<file path="src/rtl/des_key_sched.sv">
// DES key-schedule generator: emits the 16 round subkeys one per valid/ready
// handshake, in encryption (K1..K16) or decryption (K16..K1) order.
module des_key_sched #(
  parameter int unsigned NUM_ROUNDS = 16
) (
  input  logic        clk,
  input  logic        rst_n,
  input  logic [1:64] key_in,
  input  logic        decrypt,
  input  logic        key_load,
  output logic        key_ready,
  input  logic        abort,
  output logic [1:48] sk_out,
  output logic [3:0]  sk_round,
  output logic        sk_valid,
  input  logic        sk_ready,
  output logic        done
);

  localparam logic [3:0] LAST_RND = 4'(NUM_ROUNDS - 1);

  typedef enum logic {
    ST_IDLE = 1'b0,
    ST_OUT  = 1'b1
  } state_e;

  state_e      state_q, state_d;
  logic [1:28] c_q, c_d;
  logic [1:28] d_q, d_d;
  logic [3:0]  rnd_q, rnd_d;
  logic        dir_q, dir_d;
  logic        done_q, done_d;

  logic [1:56] pc1_cd;
  logic [1:56] cd;
  logic        last_rnd;
  logic        unused_parity;

  // Shift amount s(idx+1) is 2 except for rounds 1, 2, 9 and 16.
  function automatic logic shift_is_two(input logic [3:0] idx);
    return !((idx == 4'd0) || (idx == 4'd1) || (idx == 4'd8) || (idx == 4'd15));
  endfunction

  function automatic logic [1:28] rotl(input logic [1:28] x, input logic two);
    return two ? {x[3:28], x[1:2]} : {x[2:28], x[1]};
  endfunction

  function automatic logic [1:28] rotr(input logic [1:28] x, input logic two);
    return two ? {x[27:28], x[1:26]} : {x[28], x[1:27]};
  endfunction

  // PC-1: permuted choice of the 56 key bits; parity bits are dropped.
  always_comb begin
    pc1_cd = {key_in[57], key_in[49], key_in[41], key_in[33], key_in[25], key_in[17], key_in[9],
              key_in[1],  key_in[58], key_in[50], key_in[42], key_in[34], key_in[26], key_in[18],
              key_in[10], key_in[2],  key_in[59], key_in[51], key_in[43], key_in[35], key_in[27],
              key_in[19], key_in[11], key_in[3],  key_in[60], key_in[52], key_in[44], key_in[36],
              key_in[63], key_in[55], key_in[47], key_in[39], key_in[31], key_in[23], key_in[15],
              key_in[7],  key_in[62], key_in[54], key_in[46], key_in[38], key_in[30], key_in[22],
              key_in[14], key_in[6],  key_in[61], key_in[53], key_in[45], key_in[37], key_in[29],
              key_in[21], key_in[13], key_in[5],  key_in[28], key_in[20], key_in[12], key_in[4]};
    unused_parity = ^{key_in[8], key_in[16], key_in[24], key_in[32],
                      key_in[40], key_in[48], key_in[56], key_in[64]};
  end

  // PC-2: compress the registered C||D into the 48-bit subkey.
  always_comb begin
    cd     = {c_q, d_q};
    sk_out = {cd[14], cd[17], cd[11], cd[24], cd[1],  cd[5],  cd[3],  cd[28],
              cd[15], cd[6],  cd[21], cd[10], cd[23], cd[19], cd[12], cd[4],
              cd[26], cd[8],  cd[16], cd[7],  cd[27], cd[20], cd[13], cd[2],
              cd[41], cd[52], cd[31], cd[37], cd[47], cd[55], cd[30], cd[40],
              cd[51], cd[45], cd[33], cd[48], cd[44], cd[49], cd[39], cd[56],
              cd[34], cd[53], cd[46], cd[42], cd[50], cd[36], cd[29], cd[32]};
  end

  // Next-state: load, per-handshake rotation, final-subkey wrap-up, abort.
  always_comb begin
    state_d  = state_q;
    c_d      = c_q;
    d_d      = d_q;
    rnd_d    = rnd_q;
    dir_d    = dir_q;
    done_d   = 1'b0;
    last_rnd = dir_q ? (rnd_q == 4'd0) : (rnd_q == LAST_RND);

    if (abort) begin
      state_d = ST_IDLE;
    end else begin
      unique case (state_q)
        ST_IDLE: begin
          if (key_load) begin
            state_d = ST_OUT;
            dir_d   = decrypt;
            // Decryption starts at K16, whose cumulative rotation of 28 is identity.
            if (decrypt) begin
              c_d   = pc1_cd[1:28];
              d_d   = pc1_cd[29:56];
              rnd_d = LAST_RND;
            end else begin
              c_d   = rotl(pc1_cd[1:28], 1'b0);
              d_d   = rotl(pc1_cd[29:56], 1'b0);
              rnd_d = 4'd0;
            end
          end
        end
        ST_OUT: begin
          if (sk_ready) begin
            if (last_rnd) begin
              state_d = ST_IDLE;
              done_d  = 1'b1;
            end else if (dir_q) begin
              // Undo the current round's shift to step back one round.
              rnd_d = rnd_q - 4'd1;
              c_d   = rotr(c_q, shift_is_two(rnd_q));
              d_d   = rotr(d_q, shift_is_two(rnd_q));
            end else begin
              rnd_d = rnd_q + 4'd1;
              c_d   = rotl(c_q, shift_is_two(rnd_q + 4'd1));
              d_d   = rotl(d_q, shift_is_two(rnd_q + 4'd1));
            end
          end
        end
        default: state_d = ST_IDLE;
      endcase
    end
  end

  // State and datapath registers.
  always_ff @(posedge clk or negedge rst_n) begin
    if (!rst_n) begin
      state_q <= ST_IDLE;
      c_q     <= '0;
      d_q     <= '0;
      rnd_q   <= '0;
      dir_q   <= 1'b0;
      done_q  <= 1'b0;
    end else begin
      state_q <= state_d;
      c_q     <= c_d;
      d_q     <= d_d;
      rnd_q   <= rnd_d;
      dir_q   <= dir_d;
      done_q  <= done_d;
    end
  end

  // Registered outputs.
  always_comb begin
    key_ready = (state_q == ST_IDLE);
    sk_valid  = (state_q == ST_OUT);
    sk_round  = rnd_q;
    done      = done_q;
  end

endmodule

</file>
<file path="config.mk">
export PLATFORM = sky130hd
export DESIGN_NAME = des_key_sched
export DESIGN_NICKNAME = d
export VERILOG_FILES = /design/src/rtl/des_key_sched.sv
export SDC_FILE = /design/constraint.sdc
export NUM_CORES = 1
export LEC_CHECK = 0
export CAP_MARGIN = 15
export CORE_UTILIZATION = 55
export DETAILED_ROUTE_END_ITERATION = 7
export PLACE_DENSITY = 0.89
export REMOVE_ABC_BUFFERS = 1
export SLEW_MARGIN = 5
export SYNTH_ARGS = -nofsm -noshare
export SYNTH_HDL_FRONTEND = slang
export SYNTH_SLANG_ARGS = --single-unit
export TNS_END_PERCENT = 10
</file>
<file path="constraint.sdc">
create_clock -name clk -period 5.5 [get_ports clk]
set_clock_uncertainty 0.05 [all_clocks]
set_input_delay 1.1 -clock clk [delete_from_list [all_inputs] [get_ports clk]]
set_output_delay 1.1 -clock clk [all_outputs]
set_load 0.01 [all_outputs]
</file>
======== Word-level counts from Yosys, hierarchy flattened ========
Cells that the tools add are included.
storage, ports and cells
  bits in registers ....................... 63
  input port bits ......................... 70
  output and inout port bits .............. 55
  word-level logic and storage cells ...... 61
cells by class
  add/sub/neg operators ................... 2
  equality and inequality tests ........... 9
  multiplexer cells ....................... 32
  bitwise gates (word level) .............. 2
  reduce and logical (&&, ||, !) cells .... 10
operators with widths
  kind                                                  number
  2-to-1 mux 28 bit                                     14
  one-hot mux 28 bit (2 select lines)                   2
  2-to-1 mux 4 bit                                      5
  equality test 4 bit (second input constant)           4
  2-to-1 mux 1 bit                                      9
  equality test 4 x 1 -> 1 bit (second input constant)  2
  zero test 4 bit                                       2
  one-hot mux 4 bit (2 select lines)                    1
  logical OR 1 bit                                      6
  != test 2 bit (second input constant)                 3
  adder 4 x 1 -> 4 bit (second input constant)          1
  AND reduction 4 bit                                   1
  subtractor 4 x 1 -> 4 bit (second input constant)     1
  AND reduction 3 bit                                   1
  NOT 1 bit                                             2
  one-hot mux 1 bit (2 select lines)                    1

======== Depth between registers and ports, before layout ========
  word-level depth ........................ 10
  depth in mapped cells ................... 9
  depth with buffers taken out ............ 7

======== Worst setup path after synthesis ========
No wires, ideal clock.
  path kind ............................... input to register
  start ................................... input decrypt
  end ..................................... register c_q[15] (netlist name)
  setup time .............................. 0.126 ns
  arrival ................................. 2.203 ns
  required time ........................... 5.324 ns
  path slack .............................. 3.121 ns
  stages .................................. 7
  buffers on the path ..................... 3
  path through ............................ clkbuf_1 > buf_2 > buf_2 > mux2i_1 > a21oi_1 > a21oi_1 > a21oi_1
between the ends
  word-level cells in the longest chain between the ends .. 3
ends and longest elaborated chain
  element                              line  source
  start: declaration                   9     input logic decrypt,
  2-to-1 mux 28 bit                    96    if (decrypt) begin
  2-to-1 mux 28 bit                    92    if (key_load) begin
  one-hot mux 28 bit (2 select lines)  90    unique case (state_q)
  end signal: assignment               133   c_q <= '0;
  end signal: assignment               140   c_q <= c_d;
  end: declaration                     28    logic [1:28] c_q, c_d;
No other way between the ends. The select of a mux whose other input is x is not followed.
A chain may end at the register's enable or synchronous reset.

======== Worst setup path after layout ========
  start ................................... register state_q (netlist: sk_valid)
  end ..................................... output key_ready
between the ends
  word-level cells in the longest chain between the ends .. 1
ends and longest elaborated chain
  element                   line  source
  start: declaration        27    state_e state_q, state_d;
  start signal: assignment  139   state_q <= state_d;
  NOT 1 bit (no line)       n/a
  end: declaration          11    output logic key_ready,
No other way between the ends.

==> results.ini <==
[yosys]
yosys_register_bits = 63
synthArstFlopShare_pct = 100.0
yosys_warnings = 0
synth.distinct_cells = 36
ys.flop_type = dfrtp_1
synth-edff-count = 0
syn_inst = 618
synth_seq_area_share_pct = 28.13
syn-cell-area_um2 = 5605
postSynthAreaPerCell_um2 = 9.070

[clock_tree]
cts-resized-gates = 0
cts_tree = done
clockBufferDepth = 2
clock-sinks = 63
clkLatencyLatePin_ns = 0.33
cts_made_buffers = 9
postCtsHoldBufs = 0
cts_setup_buffers = 0
htreeDepth = 3
path_clk_slew_ns = 0.08
root_buffer = clkbuf_8

[timing]
fmax_mhz = 282.9
tightest_slew_ns = 1.091
relSlewSlack_pct = 27.15
finalMaxSlewViolations = 0
fin_crit_sh_pct = 64.28
hold_ws_ns = 0.5786
rsz0062_at_grt = no
setup_violations = 0
finalHoldViolCount = 0
finalCriticalPeriod_ns = 3.535

[outcome]
status = complete, no violations

[cells_and_area]
fin_nets = 720
final_common_cell = a21oi_1
num_antenna_cells = 0
drive_gt1_share_pct = 19.41
fillers = 819
area_growth_pct = 16.58
fin_area_um2 = 6535
fin_cells = 782
mostFrequentLayoutCells = a21oi_1 (171), clkdlybuf4s50_1 (114), dfrtp_1 (62), nand2_1 (61)

[route]
ant_nets = 0
num_vias = 4871
routed.top_layer = met4
wire_per_inst_um = 17.74
wl_met3_um = 770
drtPass1Iterations = 5
viasPerCell = 6.229
wl_met1_um = 6106
totalWireLength_um = 13870
drcViolationCount = 0
drt_iter0_drc = 270
wl_met2_um = 6799

[critical_path]
cp-start-kind = register
cp-end-kind = primary output
critPathTopFamily = buffers and inverters
critPathArrivalTime_ns = 2.39
max_stage_delay_ns = 0.84
cp_slowest_cell = inv_2
cp_num_buf_inv = 2
worstPathRequired_ns = 4.35
crit_chain = inv_2 > clkdlybuf4s50_1
crit_path_max_fanout = 59
r2r_slack_ns = 2.50
path_class = register to primary output

[placed_design]
portBuffers = 116
placed_area_um2 = 6340
finalWeightedCongestion = 0.8221
dpl.hpwl_um = 8604
dp_cells = 766

[grt]
grt_pass1_vias = 4687
grt_max_degree = 67
grt_pass1_wl_um = 22360
globalRouteTotalUtil_pct = 26.46
overflow = 0
grt_antenna_before_repair = 0

[power]
power.leakage_nw = 2.689
power.density_nw_per_um2 = 382.4
p_comb_share_pct = 52.2
p_switching_w = 0.001082
peakVddDrop_mv = 0.3446
clkPwrFrac_pct = 14.5
p_int_w = 0.001417
sw_frac_of_total_pct = 43.31
seqPwrFrac_pct = 33.3

[floorplanning]
dieArea_um2 = 10600
die_h_um = 103.0
coreArea_um2 = 9819
std_cell_rows = 36
ios = 125
die_w_um = 103.0
initial_core_util_pct = 57.08

[hold_path]
min_path_type = register to register

[flow_run]
cap_violations = 0

## synthesized netlist by cell type (2+ instances only)
cell type | instances | area (um^2)
nor2b_1 | 2 | 12.51
buf_1 | 4 | 15.01
o21ai_0 | 5 | 25.02
buf_6 | 10 | 112.6
mux2i_1 | 56 | 560.5
xnor2_1 | 2 | 17.52
a221oi_1 | 16 | 140.1
clkbuf_1 | 24 | 90.09
nand2_1 | 62 | 232.7
mux2_2 | 56 | 630.6
a31oi_1 | 3 | 18.77
buf_2 | 21 | 105.1
ha_1 | 5 | 62.56
a21oi_1 | 171 | 855.8
a221oi_2 | 40 | 600.6
inv_1 | 5 | 18.77
dfrtp_1 | 63 | 1577
o31ai_1 | 2 | 15.01
nor2_1 | 6 | 22.52
buf_4 | 49 | 367.9
## power groups by stage
stage / logic (W) / clock network, W / registers (W)
floorplan: 0.000801 / 0 / 0.000832
global placement: 0.00124 / 0 / 0.000830
detailed placement: 0.00127 / 0 / 0.000843
CTS: 0.00128 / 0.000366 / 0.000835
global route: 0.00141 / 0.000385 / 0.000858
finish: 0.00131 / 0.000361 / 0.000833
## logic make-up after synthesis
family / Yosys count / synth area share, %
AOI/OAI and AO/OA: 244 / 30.54
buffers and inverters: 114 / 12.72
muxes: 112 / 21.25
and+or+nand+nor: 78 / 5.938
DFF: 63 / 28.12
adders and majority gates: 5 / 1.116
xor gates and xnor gates: 2 / 0.3126
## path summary, 6_finish.rpt
kind / from / endpoint / cells after the start
max in group asynchronous: rst_n / dir_q / 2
hold reg to reg: sk_round[0] / sk_round[0] / 1
hold / removal: sk_round[0] / sk_round[0] / 1
setup reg to reg: dir_q / c_q[6] / 6
setup / recovery: sk_valid / key_ready / 2
min in group asynchronous: rst_n / d_q[16] / 2
## area by class of cell
cell class,count,area [um^2],area share (%)
clock buffer,14,162.7,2.489
clock inverter,1,5.005,0.07658
inverter,6,22.52,0.3446
multi-input combinational,441,3367,51.52
sequential,63,1578,24.14
tap,133,166.4,2.546
timing repair buffer,124,1234,18.88
## flip-flops by register name, summed over array words and instances (netlist names)
signal    count
sk_round      4
d_q          28
sk_valid      1
dir_q         1
done          1
c_q          28
## metal layers
| layer | track usage [%] | up-vias |
|---|---|---|
| li1 | - | 2321 |
| met1 | 34.68 | 2349 |
| met2 | 44.36 | 179 |
| met3 | 4.339 | 22 |
| met4 | 9.101 | 0 |
| met5 | 0 | - |
## through the flow
step           total power (W)  setup WS (ns)  setup TNS, ns  util, %
2_1_floorplan         0.001633         -2.087        -111.11        -
3_3_place_gp          0.002068          1.960              0    64.56
3_5_place_dp          0.002117          1.935              0    64.56
4_1_cts               0.002483          1.996              0    66.27
5_1_grt               0.002656          1.868              0    66.55
6_report              0.002499          1.965              0    66.55
(Power assumes the default switching activity.)
